$ cat config.mk
export PLATFORM = sky130hd
export DESIGN_NAME = spi_cmd_arbiter
export DESIGN_NICKNAME = d
export VERILOG_FILES = /design/src/rtl/spi_cmd_arbiter.sv
export SDC_FILE = /design/constraint.sdc
export NUM_CORES = 1
export LEC_CHECK = 0
export ABC_CLOCK_PERIOD_IN_PS = 5500
export CORE_UTILIZATION = 40
export CTS_CLUSTER_SIZE = 40
export DETAILED_ROUTE_END_ITERATION = 8
export GPL_ROUTABILITY_DRIVEN = 0
export GPL_TIMING_DRIVEN = 0
export PLACE_DENSITY = 0.66
export SLEW_MARGIN = 20
export SYNTH_ARGS = -nofsm -noshare
export SYNTH_HDL_FRONTEND = slang
export SYNTH_SLANG_ARGS = --single-unit
$ cat constraint.sdc
create_clock -name clk -period 5.5 [get_ports clk]
set_clock_uncertainty 0.15 [all_clocks]
set_input_delay 0.825 -clock clk [delete_from_list [all_inputs] [get_ports clk]]
set_output_delay 0.825 -clock clk [all_outputs]
set_load 0.005 [all_outputs]
$ cat src/rtl/spi_cmd_arbiter.sv
// spi_cmd_arbiter: queues 3-byte SPI command frames in a small FIFO and
// arbitrates them round-robin against a local requester for a shared
// 7-bit address / 16-bit data register bus. Only one bus transaction is
// outstanding at a time. Each completion, with its read data, goes back to
// the side that issued the command.
// Optional feature: define SPI_CMD_TIMEOUT_EN to compile in the WAIT
// timeout counter. Without it, WAIT exits only on bus_ack.
module spi_cmd_arbiter #(
  parameter int DEPTH   = 4,
  parameter int TIMEOUT = 255
) (
  input  logic                   clk,
  input  logic                   reset_N,
  input  logic [23:0]            frame_in,
  input  logic                   frame_valid,
  input  logic                   loc_req,
  input  logic                   loc_we,
  input  logic [6:0]             loc_addr,
  input  logic [15:0]            loc_wdata,
  output logic                   loc_done,
  output logic [15:0]            loc_rdata,
  output logic                   spi_rsp_valid,
  output logic [15:0]            spi_rsp_data,
  output logic                   rsp_err,
  output logic                   bus_req,
  output logic                   bus_we,
  output logic [6:0]             bus_addr,
  output logic [15:0]            bus_wdata,
  input  logic                   bus_ack,
  input  logic [15:0]            bus_rdata,
  output logic [$clog2(DEPTH):0] fifo_level,
  output logic                   overflow,
  output logic                   timeout_err,
  input  logic                   err_clr
);

  localparam int AW = $clog2(DEPTH);
  localparam int LW = AW + 1;

  // Same bit layout as an SPI frame, so a frame casts straight into a command.
  typedef struct packed {
    logic        we;
    logic [6:0]  addr;
    logic [15:0] wdata;
  } cmd_t;

  typedef enum logic [1:0] {IDLE = 2'd0, WAIT = 2'd1, RESP = 2'd2} state_t;

  state_t        state, state_nxt;
  cmd_t          mem [DEPTH];
  cmd_t          cmd_q;
  logic [AW-1:0] wr_ptr, rd_ptr;
  logic          full, push, pop, drop;
  logic          gnt_spi, gnt_loc;
  logic          last_loc, src_loc, abort_q, abort_evt;
  logic [15:0]   rdata_q;

  assign full = (fifo_level == LW'(DEPTH));

  // Round-robin grant in IDLE: on a tie, serve the side that was not served last.
  always_comb begin
    gnt_spi = 1'b0;
    gnt_loc = 1'b0;
    if (state == IDLE) begin
      gnt_spi = (fifo_level != '0) && (!loc_req || last_loc);
      gnt_loc = loc_req && !gnt_spi;
    end
  end

  // A pop in the same cycle frees a slot, so a full FIFO still takes the push.
  assign pop  = gnt_spi;
  assign push = frame_valid && (!full || pop);
  assign drop = frame_valid && full && !pop;

  // FIFO storage. Validity is tracked only by the pointers, so there is no reset.
  always_ff @(posedge clk) begin
    if (push) mem[wr_ptr] <= cmd_t'(frame_in);
  end

  // FIFO pointers wrap naturally because DEPTH is a power of two.
  always_ff @(posedge clk or negedge reset_N) begin
    if (!reset_N) begin
      wr_ptr     <= '0;
      rd_ptr     <= '0;
      fifo_level <= '0;
    end else begin
      if (push) wr_ptr <= wr_ptr + AW'(1);
      if (pop)  rd_ptr <= rd_ptr + AW'(1);
      fifo_level <= fifo_level + LW'(push) - LW'(pop);
    end
  end

`ifdef SPI_CMD_TIMEOUT_EN
  localparam logic [15:0] TMO_LAST = 16'(TIMEOUT - 1);
  logic [15:0] timer;

  // Count WAIT cycles. An ack arriving on the last allowed cycle wins over the abort.
  always_ff @(posedge clk or negedge reset_N) begin
    if (!reset_N)            timer <= '0;
    else if (state != WAIT)  timer <= '0;
    else                     timer <= timer + 16'd1;
  end

  assign abort_evt = (state == WAIT) && (timer == TMO_LAST) && !bus_ack;

  // Sticky timeout flag. A new abort takes priority over a clear in the same cycle.
  always_ff @(posedge clk or negedge reset_N) begin
    if (!reset_N) timeout_err <= 1'b0;
    else          timeout_err <= (timeout_err && !err_clr) || abort_evt;
  end
`else
  assign abort_evt   = 1'b0;
  assign timeout_err = 1'b0;
  // TIMEOUT has no effect when the counter is not built.
  logic unused_timeout;
  assign unused_timeout = |TIMEOUT;
`endif

  // Sticky overflow flag. A drop takes priority over a clear in the same cycle.
  always_ff @(posedge clk or negedge reset_N) begin
    if (!reset_N) overflow <= 1'b0;
    else          overflow <= (overflow && !err_clr) || drop;
  end

  // FSM state register
  always_ff @(posedge clk or negedge reset_N) begin
    if (!reset_N) state <= IDLE;
    else          state <= state_nxt;
  end

  // FSM next-state logic
  always_comb begin
    state_nxt = state;
    case (state)
      IDLE:    if (gnt_spi || gnt_loc)   state_nxt = WAIT;
      WAIT:    if (bus_ack || abort_evt) state_nxt = RESP;
      RESP:    state_nxt = IDLE;
      default: state_nxt = IDLE;
    endcase
  end

  // Latch the granted command and record its source; capture read data or the abort result.
  always_ff @(posedge clk or negedge reset_N) begin
    if (!reset_N) begin
      cmd_q    <= '0;
      src_loc  <= 1'b0;
      last_loc <= 1'b1;
      rdata_q  <= '0;
      abort_q  <= 1'b0;
    end else begin
      if (gnt_spi) begin
        cmd_q    <= mem[rd_ptr];
        src_loc  <= 1'b0;
        last_loc <= 1'b0;
        abort_q  <= 1'b0;
      end else if (gnt_loc) begin
        cmd_q    <= {loc_we, loc_addr, loc_wdata};
        src_loc  <= 1'b1;
        last_loc <= 1'b1;
        abort_q  <= 1'b0;
      end
      if (state == WAIT) begin
        if (bus_ack) begin
          rdata_q <= bus_rdata;
        end else if (abort_evt) begin
          rdata_q <= 16'hFFFF;
          abort_q <= 1'b1;
        end
      end
    end
  end

  // FSM outputs: request while in WAIT; pulse the completion to its source in RESP.
  always_comb begin
    bus_req       = (state == WAIT);
    loc_done      = (state == RESP) && src_loc;
    spi_rsp_valid = (state == RESP) && !src_loc;
    rsp_err       = (state == RESP) && abort_q;
  end

  assign bus_we       = cmd_q.we;
  assign bus_addr     = cmd_q.addr;
  assign bus_wdata    = cmd_q.wdata;
  assign loc_rdata    = rdata_q;
  assign spi_rsp_data = rdata_q;

endmodule

; ---- Word level (Yosys, flattened, before mapping)
; Memory sizes are Yosys's and may differ from the RTL's.
; Index checks and enable logic that the tools add are counted.
[word_totals]
regBits = 53
ram_bits = 96
in_bits = 70
output_inout_bits = 65
elab_cells = 59
n_memories = 1
[classes]
addsub = 4
eq_ne = 5
n_mux = 13
reduce_logical = 24
[mem_list]
columns = memory, depth, width, read_ports, rd_ports_with_merged_regs, wr, line
row1 = mem, 4, 24, 1, 0, 1, 50  ; cmd_t mem [DEPTH];
[op_table]
columns = op, count
row1 = 24-bit 2-to-1 mux, 2
row2 = 1-bit logical AND, 9
row3 = 1-bit 2-to-1 mux, 8
row4 = 1-bit logical NOT, 6
row5 = 2-bit by 1-bit adder with 2-bit output (second input constant), 2
row6 = 1-bit logical OR, 4
row7 = 2-bit 2-to-1 mux, 2
row8 = 2-bit by 1-bit != test with 1-bit output (second input constant), 2
row9 = 2-bit case mux with 2 select lines, 1
row10 = 2-bit AND reduction, 2
row11 = 3-bit by 1-bit adder with 3-bit output, 1
row12 = 3-bit equality test (second input constant), 1
row13 = 3-bit nonzero test, 1
row14 = 3-bit by 1-bit subtractor with 3-bit output, 1
row15 = 2-bit by 1-bit equality test with 1-bit output (second input constant), 1
row16 = 2-bit equality test (second input constant), 1
row17 = 2-bit logical NOT, 1
row18 = 2-bit nonzero test, 1

; ---- Depth between registers and ports, before layout
; Gate-level depths: netlist of run 1.
[depth]
depth_word = 9
ltp_mapped = 11
ltp_nobuf = 10

; ---- Least setup slack after synthesis of run 1
; Ideal clock, no wire load.
[synth_timing]
path_type = input port to flip-flop
start = input loc_req
end = register fifo_level[2]
setup_ns = 0.123
arrival_ns = 2.641
slack_ns = 2.586
cell_stages = 10
path_buffers = 0
cell_sequence = nor2b_1 -> o311ai_2 -> and2_1 -> inv_1 -> ha_1 -> inv_1 -> ha_1 -> fa_1 -> xnor2_1 -> xnor2_1
[synth_between]
elab_chain_cells = 8
[synth_lines]
columns = item, line
row1 = from (decl), 16  ; input logic loc_req,
row2 = 1-bit logical NOT (*), 65  ; gnt_spi = (fifo_level != '0) && (!loc_req || last_loc);
row3 = 1-bit logical OR (*), 65
row4 = 1-bit logical AND (*), 65
row5 = 1-bit 2-to-1 mux (*), 64  ; if (state == IDLE) begin
row6 = 1-bit logical OR, 72  ; assign push = frame_valid && (!full || pop);
row7 = 1-bit logical AND, 72
row8 = 3-bit by 1-bit adder with 3-bit output, 89  ; fifo_level <= fifo_level + LW'(push) - LW'(pop);
row9 = 3-bit by 1-bit subtractor with 3-bit output (*), 89
row10 = to (signal assigned), 89
row11 = to (decl), 31  ; output logic [$clog2(DEPTH):0] fifo_level,
; Every way passes the cells marked *; elsewhere a longest branch is shown, timed or not.
; A chain may end at the register's enable or synchronous reset.

; ---- Worst setup path in the final report of run 1
[layout_timing]
start = input loc_req
end = register fifo_level[2]
[layout_between]
elab_chain_cells = 8
[layout_lines]
columns = item, line
row1 = 1-bit logical NOT (*), 65
row2 = 1-bit logical OR (*), 65
row3 = 1-bit logical AND (*), 65
row4 = 1-bit 2-to-1 mux (*), 64
row5 = net gnt_spi, 54  ; logic gnt_spi, gnt_loc;
row6 = 1-bit logical OR, 72
row7 = 1-bit logical AND, 72
row8 = 3-bit by 1-bit adder with 3-bit output, 89
row9 = 3-bit by 1-bit subtractor with 3-bit output (*), 89
; The timed path passes the listed nets; every way through them passes the cells marked *.

==> results.cfg, run 1 <==
[outcome]
status = finished clean

[setup_path]
cp-start-kind = input pin
path_buf_inv = 4
cp.arrival_ps = 3400
crit_slowest_cell = clkdlybuf4s50_1
required_ps = 5650
worstSetupEndpointType = flip-flop
worstPathCellList = clkdlybuf4s50_1 -> nor2b_1 -> nand3b_2 -> inv_2 -> buf_2 -> ha_1 -> inv_1 -> ha_1 -> fa_1 -> xnor2_1 -> xnor2_1
cpLargestDelayFamily = buffers and inverters
rr_worst_depth = 11
r2r-start = fifo_level[1]$_DFF_PN0_
r2r_end = fifo_level[2]$_DFF_PN0_
crit_fanout = 10
critPathMaxStageDelay_ps = 550
reg2reg_slack_ps = 2560
path_class = in2reg

[floorplanning]
start_util_pct = 41.1
core-area_sq_mm = 0.0146
fp.dieH_um = 124
rows = 44
die_area_sq_mm = 0.0155
boundaryPins = 135
die_w_um = 124

[logic_synthesis]
synthDistinctLibCells = 40
seq_area_frac_synth_pct = 69.8
ys_top_cells_by_area = edfxtp_1 48%, dfrtp_1 21%, mux4_2 9.0%
syn_inst = 369
synth_edf_count = 96
synth_top_cell_area_share_pct = 48.1
async_reset_ff_share_pct = 35.1
ys_ff_latch = 148
yosys_warnings = 0
synth_flop_cell = edfxtp_1
yosys.area.top_type = edfxtp_1
synth.avg_cell_area_sq_um = 16.2
syn_area_sq_mm = 0.00599

[route]
drtAntennaViolNets = 0
drc = 0
vias = 3552
drt_iter0_drc = 131
first_pass_iters = 4
drt-total-wl_um = 12300
drt-vias-per-instance = 4.95
wl_per_cell_um = 17.2

[layout]
syn2layout_area_growth_pct = 35.9
n_fill_cell = 1149
antenna_cells = 0
drive_gt1_share_pct = 22.5
stdcell_area_sq_mm = 0.00814
nNetsFinal = 598
finish.utilization_pct = 55.8

[power]
combPwrFrac_pct = 38.2
p_clk_share_pct = 24.9
netSwitchingFraction_pct = 29.4
ir_worst_vdd_v = 0.000250
power.internal_mw = 3.28
pwr-share-seq_pct = 36.9
p_switching_mw = 1.37
power_density_mw_per_mm2 = 570
leakage_nw = 3.05

[sta]
slew_headroom_pct = 53.6
layout_min_cycle_time_ps = 3250
tns_ps = 0
worstMarginPinSlew_ps = 696
layout_setup_ws_ps = 2250
finalSetupViolations = 0
fin_hold_ws_ps = 308
rsz0062_at_grt = false
clock.fmax_ghz = 0.307
finalMaxSlewViolations = 0
post-route-period-util_pct = 59.2
hold_viol_final = 0

[clocking]
cts_tree = built
numCtsBuffers = 17
cts.clk_slew.worst_paths_ps = 60
h-tree-depth = 4
insertion_delay_ps = 420
postCtsResizedCells = 0
postCtsSetupBuffers = 0
cts_root_buf = clkbuf_16
clock-sinks = 148
cts_hold_buf = 0
clk_path_buf_depth = 2

[place]
dp_slack_ps = 1790
placed_area_sq_mm = 0.00755
io_buffers = 132
detailed_place_hpwl_um = 8190

[global_route]
grt_pass1_wl_um = 19400
grt.total_usage_pct = 17.1
overflow = 0
grt_max_degree = 53
antenna_found_initial = 0
grt_pass1_vias = 3662

[job]
maxCapViolations = 0

[worst_hold_path]
hold_class = in2async
## logic make-up after synthesis
family,after synthesis,share of synthesized area [%]
AOI/OAI and AO/OA,32,4.74
DFF,148,69.8
other,1,0.0626
muxes,40,12.0
and+or+nand+nor,90,6.37
xor gates and xnor gates,5,0.731
adders and majority gates,7,1.59
buffers and inverters,46,4.68
## power groups by stage
stage / Combinational (mW) / Clock (mW) / Sequential [mW]
CTS: 1.82 / 1.18 / 1.72
global placement: 1.79 / 0 / 1.72
global route: 1.95 / 1.22 / 1.75
floorplan: 1.02 / 0 / 1.71
finish: 1.78 / 1.16 / 1.71
detailed placement: 1.81 / 0 / 1.74
## synth_stat cells (all sizes together) (2+ instances only)
library cell  count
a31oi            25
buf              33
clkbuf            2
nand2            52
mux4             24
ha                6
nor2             26
dfrtp            51
inv              11
xnor2             5
and3              4
edfxtp           96
mux2             16
## placed cells by master, fill, tap and decap left out, drive strengths merged, types with 2 or more instances in the layout
cell type,instances
clkdlybuf4s50,131
edfxtp,96
nand2,52
dfrtp,51
buf,34
nor2,26
a31oi,25
mux4,24
clkbuf,23
mux2,16
inv,11
ha,6
xnor2,5
clkinv,5
and3,4
bufinv,3
conb,2
clkinvlp,2
## cell type report
cell class,instances,area [sq um],area share [%]
plain buffers,35,239,2.93
clock buffers,21,460,5.65
clock inverters,10,131,1.61
inverters,11,41.3,0.507
multi-input cells,176,1540,18.9
flip-flops and latches,148,4190,51.4
well taps,184,230,2.83
repair buffers,132,1320,16.2
## per-layer routing
| metal | GRT usage, % | part of all wire, % | up-vias |
|---|---|---|---|
| met2 | 27.6 | 49 | 138 |
| met1 | 20.2 | 42 | 1737 |
| met3 | 5.80 | 6.6 | 26 |
| li1 | - | - | 1651 |
| met5 | 0 | 0 | - |
| met4 | 9.07 | 2.6 | 0 |
## worst max-delay path by stage
stage / from / to / slack (ps) / cells past startpoint
finish: loc_req / fifo_level[2]$_DFF_PN0_ / 2250 / 11
global route: loc_req / fifo_level[2]$_DFF_PN0_ / 2070 / 11
CTS: loc_req / fifo_level[2]$_DFF_PN0_ / 2240 / 11
detailed placement: loc_req / fifo_level[2]$_DFF_PN0_ / 1790 / 11
global placement: reset_N / bus_wdata[15]$_DFFE_PN0P_ / 1750 / 1
floorplan: loc_req / fifo_level[2]$_DFF_PN0_ / 2590 / 10
## sequential cells by signal (all words and copies together), names as in the netlist
| register | count |
|---|---|
| bus_we | 1 |
| loc_rdata | 16 |
| wr_ptr | 2 |
| mem | 96 |
| state | 2 |
| bus_wdata | 16 |
| overflow | 1 |
| src_loc | 1 |
| fifo_level | 3 |
| bus_addr | 7 |
| last_loc | 1 |
| rd_ptr | 2 |
## per-stage QoR
step                instances  total power [mW]
floorplan                 370              2.73
global placement          686              3.50
detailed placement        686              3.55
CTS                       717              4.72
global route              717              4.92
finish                    717              4.65
Power figures use the tool's default switching activity.
==> run 2, diff against run 1 <==
ABC_CLOCK_PERIOD_IN_PS = 2900   (was 5500)
PLACE_DENSITY = 0.68   (was 0.66)
clock period = 2.9 ns   (was 5.5 ns; I/O delays follow)
==> results.cfg, run 2 (synthesized netlist as in run 1, its figures left out) <==
[outcome]
status = finished clean

[setup_path]
rr_worst_depth = 10
worstSetupEndpointType = flip-flop
required_ps = 3050
path_class = in2reg
r2r-start = last_loc$_DFFE_PN1P_
crit_fanout = 7
cp.arrival_ps = 2930
cp-start-kind = input pin
r2r_end = fifo_level[2]$_DFF_PN0_
reg2reg_slack_ps = 220

[layout]
largest_register_ffs = 96
nNetsFinal = 598
seqCellArea_sq_mm = 0.00419
n_fill_cell = 1172
max_flop_register = mem
layout_commonest_cell = clkdlybuf4s50_1
syn2layout_area_growth_pct = 35.7
stdcell_area_sq_mm = 0.00813
final_cell_count_no_fill = 718
mostFrequentLayoutCells = 131 x clkdlybuf4s50_1, 96 x edfxtp_1, 51 x nand2_1, 51 x dfrtp_1, 25 x nor2_1
antenna_cells = 0
drive_gt1_share_pct = 22.8
multi_input_area_sq_mm = 0.00156

[global_route]
overflow = 0
antenna_found_initial = 0
grt.total_usage_pct = 17.5
grt_pass1_vias = 3624
grt_max_degree = 53
grt_pass1_wl_um = 19900

[worst_hold_path]
hold_depth = 1
min_from = loc_rdata[6]$_DFFE_PN0P_
hold_class = reg2reg
min_to = loc_rdata[6]$_DFFE_PN0P_

[floorplanning]
die_w_um = 124
core-area_sq_mm = 0.0146
start_util_pct = 41.1
rows = 44
boundaryPins = 135
die_area_sq_mm = 0.0155
fp.dieH_um = 124

[sta]
post-route-period-util_pct = 95.7
finalSetupViolations = 0
rsz0062_at_grt = false
worstMarginPinSlew_ps = 716
hold_viol_final = 0
slew_headroom_pct = 52.3
clock.fmax_ghz = 0.360
finalMaxSlewViolations = 0
layout_min_cycle_time_ps = 2770

[route]
wl_per_cell_um = 17.5
drt-total-wl_um = 12500
first_pass_iters = 4
drt-vias-per-instance = 4.94
drtAntennaViolNets = 0
drt_iter0_drc = 162
drc = 0
vias = 3547

[clocking]
postCtsSetupBuffers = 0
clock-sinks = 148
clk_path_buf_depth = 2
cts_root_buf = clkbuf_16
cts.clk_slew.worst_paths_ps = 60
cts_tree = built
insertion_delay_ps = 420
h-tree-depth = 4
numCtsBuffers = 17

[place]
place_inst = 686
io_buffers = 132
detailed_place_hpwl_um = 8110
placed_area_sq_mm = 0.00755

[power]
ir_worst_vdd_v = 0.000408
leakage_nw = 3.03
power_density_mw_per_mm2 = 1070

[job]
maxCapViolations = 0
## run 2: changes by cell type in the layout (fill, tap and decap cells not counted), sizes merged
cell | previous run | this run
buf | 34 | 33
bufinv | 3 | 1
clkbuf | 23 | 22
clkinv | 5 | 6
clkinvlp | 2 | 3
dlygate4sd3 | 0 | 1
inv | 11 | 13
## run 2: per-stage QoR
step | setup slack [ps] | util [%] | TNS (ps) | hold WS [ps] | power, mW
2_1_floorplan | 239 | - | 0 | -10.6 | 5.18
3_3_place_gp | -492 | 51.7 | -62120 | 352 | 6.65
3_5_place_dp | -420 | 51.8 | -684 | 366 | 6.75
4_1_cts | 15.2 | 55.7 | 0 | 380 | 8.83
5_1_grt | 20.9 | 55.7 | 0 | 404 | 9.23
6_report | 125 | 55.7 | 0 | 381 | 8.70
## run 2: final cells by class
class | instances | area share [%]
plain buffers | 34 | 2.88
clock buffers | 20 | 5.49
clock inverters | 12 | 1.32
inverters | 11 | 0.538
multi-input cells | 176 | 19.1
flip-flops and latches | 148 | 51.5
well taps | 184 | 2.83
repair buffers | 133 | 16.3
## run 2: critical path, cell delays in order
cell	delay, ps
clkdlybuf4s50_1	500
nor2b_1	220
o311ai_4	330
and2_1	250
inv_1	60
ha_1	270
inv_1	30
ha_1	180
fa_1	380
xnor2_1	150
xnor2_1	130
## run 2: power by group
group	total [mW]	internal [mW]	switching, mW	leakage (nW)
clock network	2.04	1.20	0.838	0.267
registers	3.26	2.94	0.312	1.48
logic	3.40	1.90	1.50	1.29
## run 2: worst max path at each step
stage                                 start                  endpoint  slack, ps  depth (start not counted)
floorplan           fifo_level[1]$_DFF_PN0_   fifo_level[2]$_DFF_PN0_        240                         11
global placement                    reset_N  bus_wdata[6]$_DFFE_PN0P_       -490                          1
detailed placement                  loc_req   fifo_level[2]$_DFF_PN0_       -420                         11
CTS                 fifo_level[1]$_DFF_PN0_   fifo_level[2]$_DFF_PN0_         20                         11
global route                        loc_req   fifo_level[2]$_DFF_PN0_         20                         11
finish                              loc_req   fifo_level[2]$_DFF_PN0_        130                         11
## run 2: layer usage
layer | GRT usage (%) | vias up | wire (um)
met5 | 0 | - | 0
li1 | - | 1655 | -
met4 | 7.80 | 0 | 189
met1 | 21.5 | 1753 | 5530
met3 | 5.20 | 13 | 649
met2 | 28.5 | 126 | 6170
## run 2: what timing repair did
| item | 4_1_cts | 5_1_grt |
|---|---|---|
| endpoints found under the setup margin | 1 | 1 |
| hold buffers | 1 | 0 |
| gates resized for setup | 1 | 3 |
| endpoints found under the hold margin | 51 | 0 |
==> run 3, diff against run 2 <==
CORE_UTILIZATION = 45   (was 40)
PLACE_DENSITY = 0.76   (was 0.68)
SLEW_MARGIN = 0   (was 20)
==> results.cfg, run 3 (synthesized netlist as in run 1, its figures left out) <==
[outcome]
status = finished clean

[layout]
stdcell_area_sq_mm = 0.00819
nNetsFinal = 600
finish.utilization_pct = 63.9
n_fill_cell = 921
syn2layout_area_growth_pct = 36.7
mostFrequentLayoutCells = 131 x clkdlybuf4s50_1, 96 x edfxtp_1, 51 x nand2_1, 51 x dfrtp_1, 25 x nor2_1
drive_gt1_share_pct = 23.1
antenna_cells = 0
final_cell_count_no_fill = 708
largest_register_ffs = 96
max_flop_register = mem
layout_commonest_cell = clkdlybuf4s50_1

[floorplanning]
start_util_pct = 46.7
die_area_sq_mm = 0.0138
rows = 41
core-area_sq_mm = 0.0128
boundaryPins = 135
fp.dieH_um = 117
die_w_um = 117

[setup_path]
crit_fanout = 7
worstSetupEndpointType = flip-flop
path_class = in2reg
cp-start-kind = input pin
required_ps = 3100
cp.arrival_ps = 2990
rr_worst_depth = 10
reg2reg_slack_ps = 180
r2r-start = fifo_level[1]$_DFF_PN0_
r2r_end = fifo_level[2]$_DFF_PN0_

[power]
leakage_nw = 3.07
total_power_mw = 8.92
ir_worst_vdd_v = 0.000495
power_density_mw_per_mm2 = 1090

[sta]
slew_headroom_pct = 10.7
clock.fmax_ghz = 0.359
post-route-period-util_pct = 96.1
finalMaxSlewViolations = 0
hold_viol_final = 0
layout_min_cycle_time_ps = 2790
worstMarginPinSlew_ps = 1340
fin_hold_ws_ps = 294
finalSetupViolations = 0

[clocking]
clock-sinks = 148
numCtsBuffers = 17
h-tree-depth = 4
cts_tree = built
cts_root_buf = clkbuf_16
cts.clk_slew.worst_paths_ps = 60
insertion_delay_ps = 420
clk_path_buf_depth = 2

[place]
place_inst = 675
placed_area_sq_mm = 0.00755
detailed_place_hpwl_um = 8430
io_buffers = 132

[route]
drt-total-wl_um = 12500
first_pass_iters = 4
drtAntennaViolNets = 0
wl_per_cell_um = 17.6
drt-vias-per-instance = 5.00
vias = 3543
drt_iter0_drc = 168
drc = 0

[global_route]
grt_max_degree = 41
grt_pass1_vias = 3814
antenna_found_initial = 0
overflow = 0
grt.total_usage_pct = 19.9
grt_pass1_wl_um = 20400

[worst_hold_path]
hold_class = in2async

[job]
maxCapViolations = 0
-- run 3: critical path, stage by stage --
cell and delay, ps:
clkdlybuf4s50_1 470, nor2b_2 210, o311ai_4 380, and2_4 230
inv_1 50, ha_1 280, inv_1 40, ha_1 190
fa_1 390, xnor2_1 180, xnor2_1 130
-- run 3: where the power goes --
part	total, mW	switching, mW	internal [mW]
combinational	3.42	1.51	1.91
sequential	3.26	0.313	2.95
clock	2.23	0.872	1.36
total	8.92	2.70	6.22
-- run 3: metrics by stage --
stage	worst slack (ps)	TNS (ps)
2_1_floorplan	239	0
3_3_place_gp	-346	-48660
3_5_place_dp	-386	-35540
4_1_cts	25.2	0
5_1_grt	-0.871	-0.871
6_report	113	0
-- run 3: layout make-up --
type	instances	area, sq um	share of cell area (%)
plain buffers	34	234	2.86
clock buffers	17	425	5.19
clock inverters	15	181	2.21
inverters	11	41.3	0.504
multi-input cells	176	1560	19.0
flip-flops and latches	148	4190	51.1
well taps	172	215	2.63
repair buffers	135	1350	16.5
-- run 3: worst max path at each step --
| stage | startpoint | slack, ps | end | depth (start not counted) |
|---|---|---|---|---|
| detailed placement | loc_req | -390 | mem[1][23]$_DFFE_PP_ | 4 |
| finish | loc_req | 110 | fifo_level[2]$_DFF_PN0_ | 11 |
| CTS | fifo_level[1]$_DFF_PN0_ | 30 | fifo_level[2]$_DFF_PN0_ | 11 |
| floorplan | fifo_level[1]$_DFF_PN0_ | 240 | fifo_level[2]$_DFF_PN0_ | 11 |
| global placement | reset_N | -350 | bus_wdata[11]$_DFFE_PN0P_ | 1 |
| global route | loc_req | -0.9 | fifo_level[2]$_DFF_PN0_ | 11 |
-- run 3: routing by layer --
layer,track usage [%],vias up,part of all wire (%)
met4,9.17,0,2.0
met2,33.8,112,52
li1,-,1652,-
met5,0,-,0
met3,4.96,17,4.9
met1,24.0,1762,41
-- run 3: repair_timing --
action / in CTS / in global routing
setup buffers: 0 / 1
setup endpoints to repair: 1 / 73
hold endpoints to repair: 12 / 0
gates resized for setup: 1 / 3
pin swaps: 0 / 1
hold buffers: 1 / 0
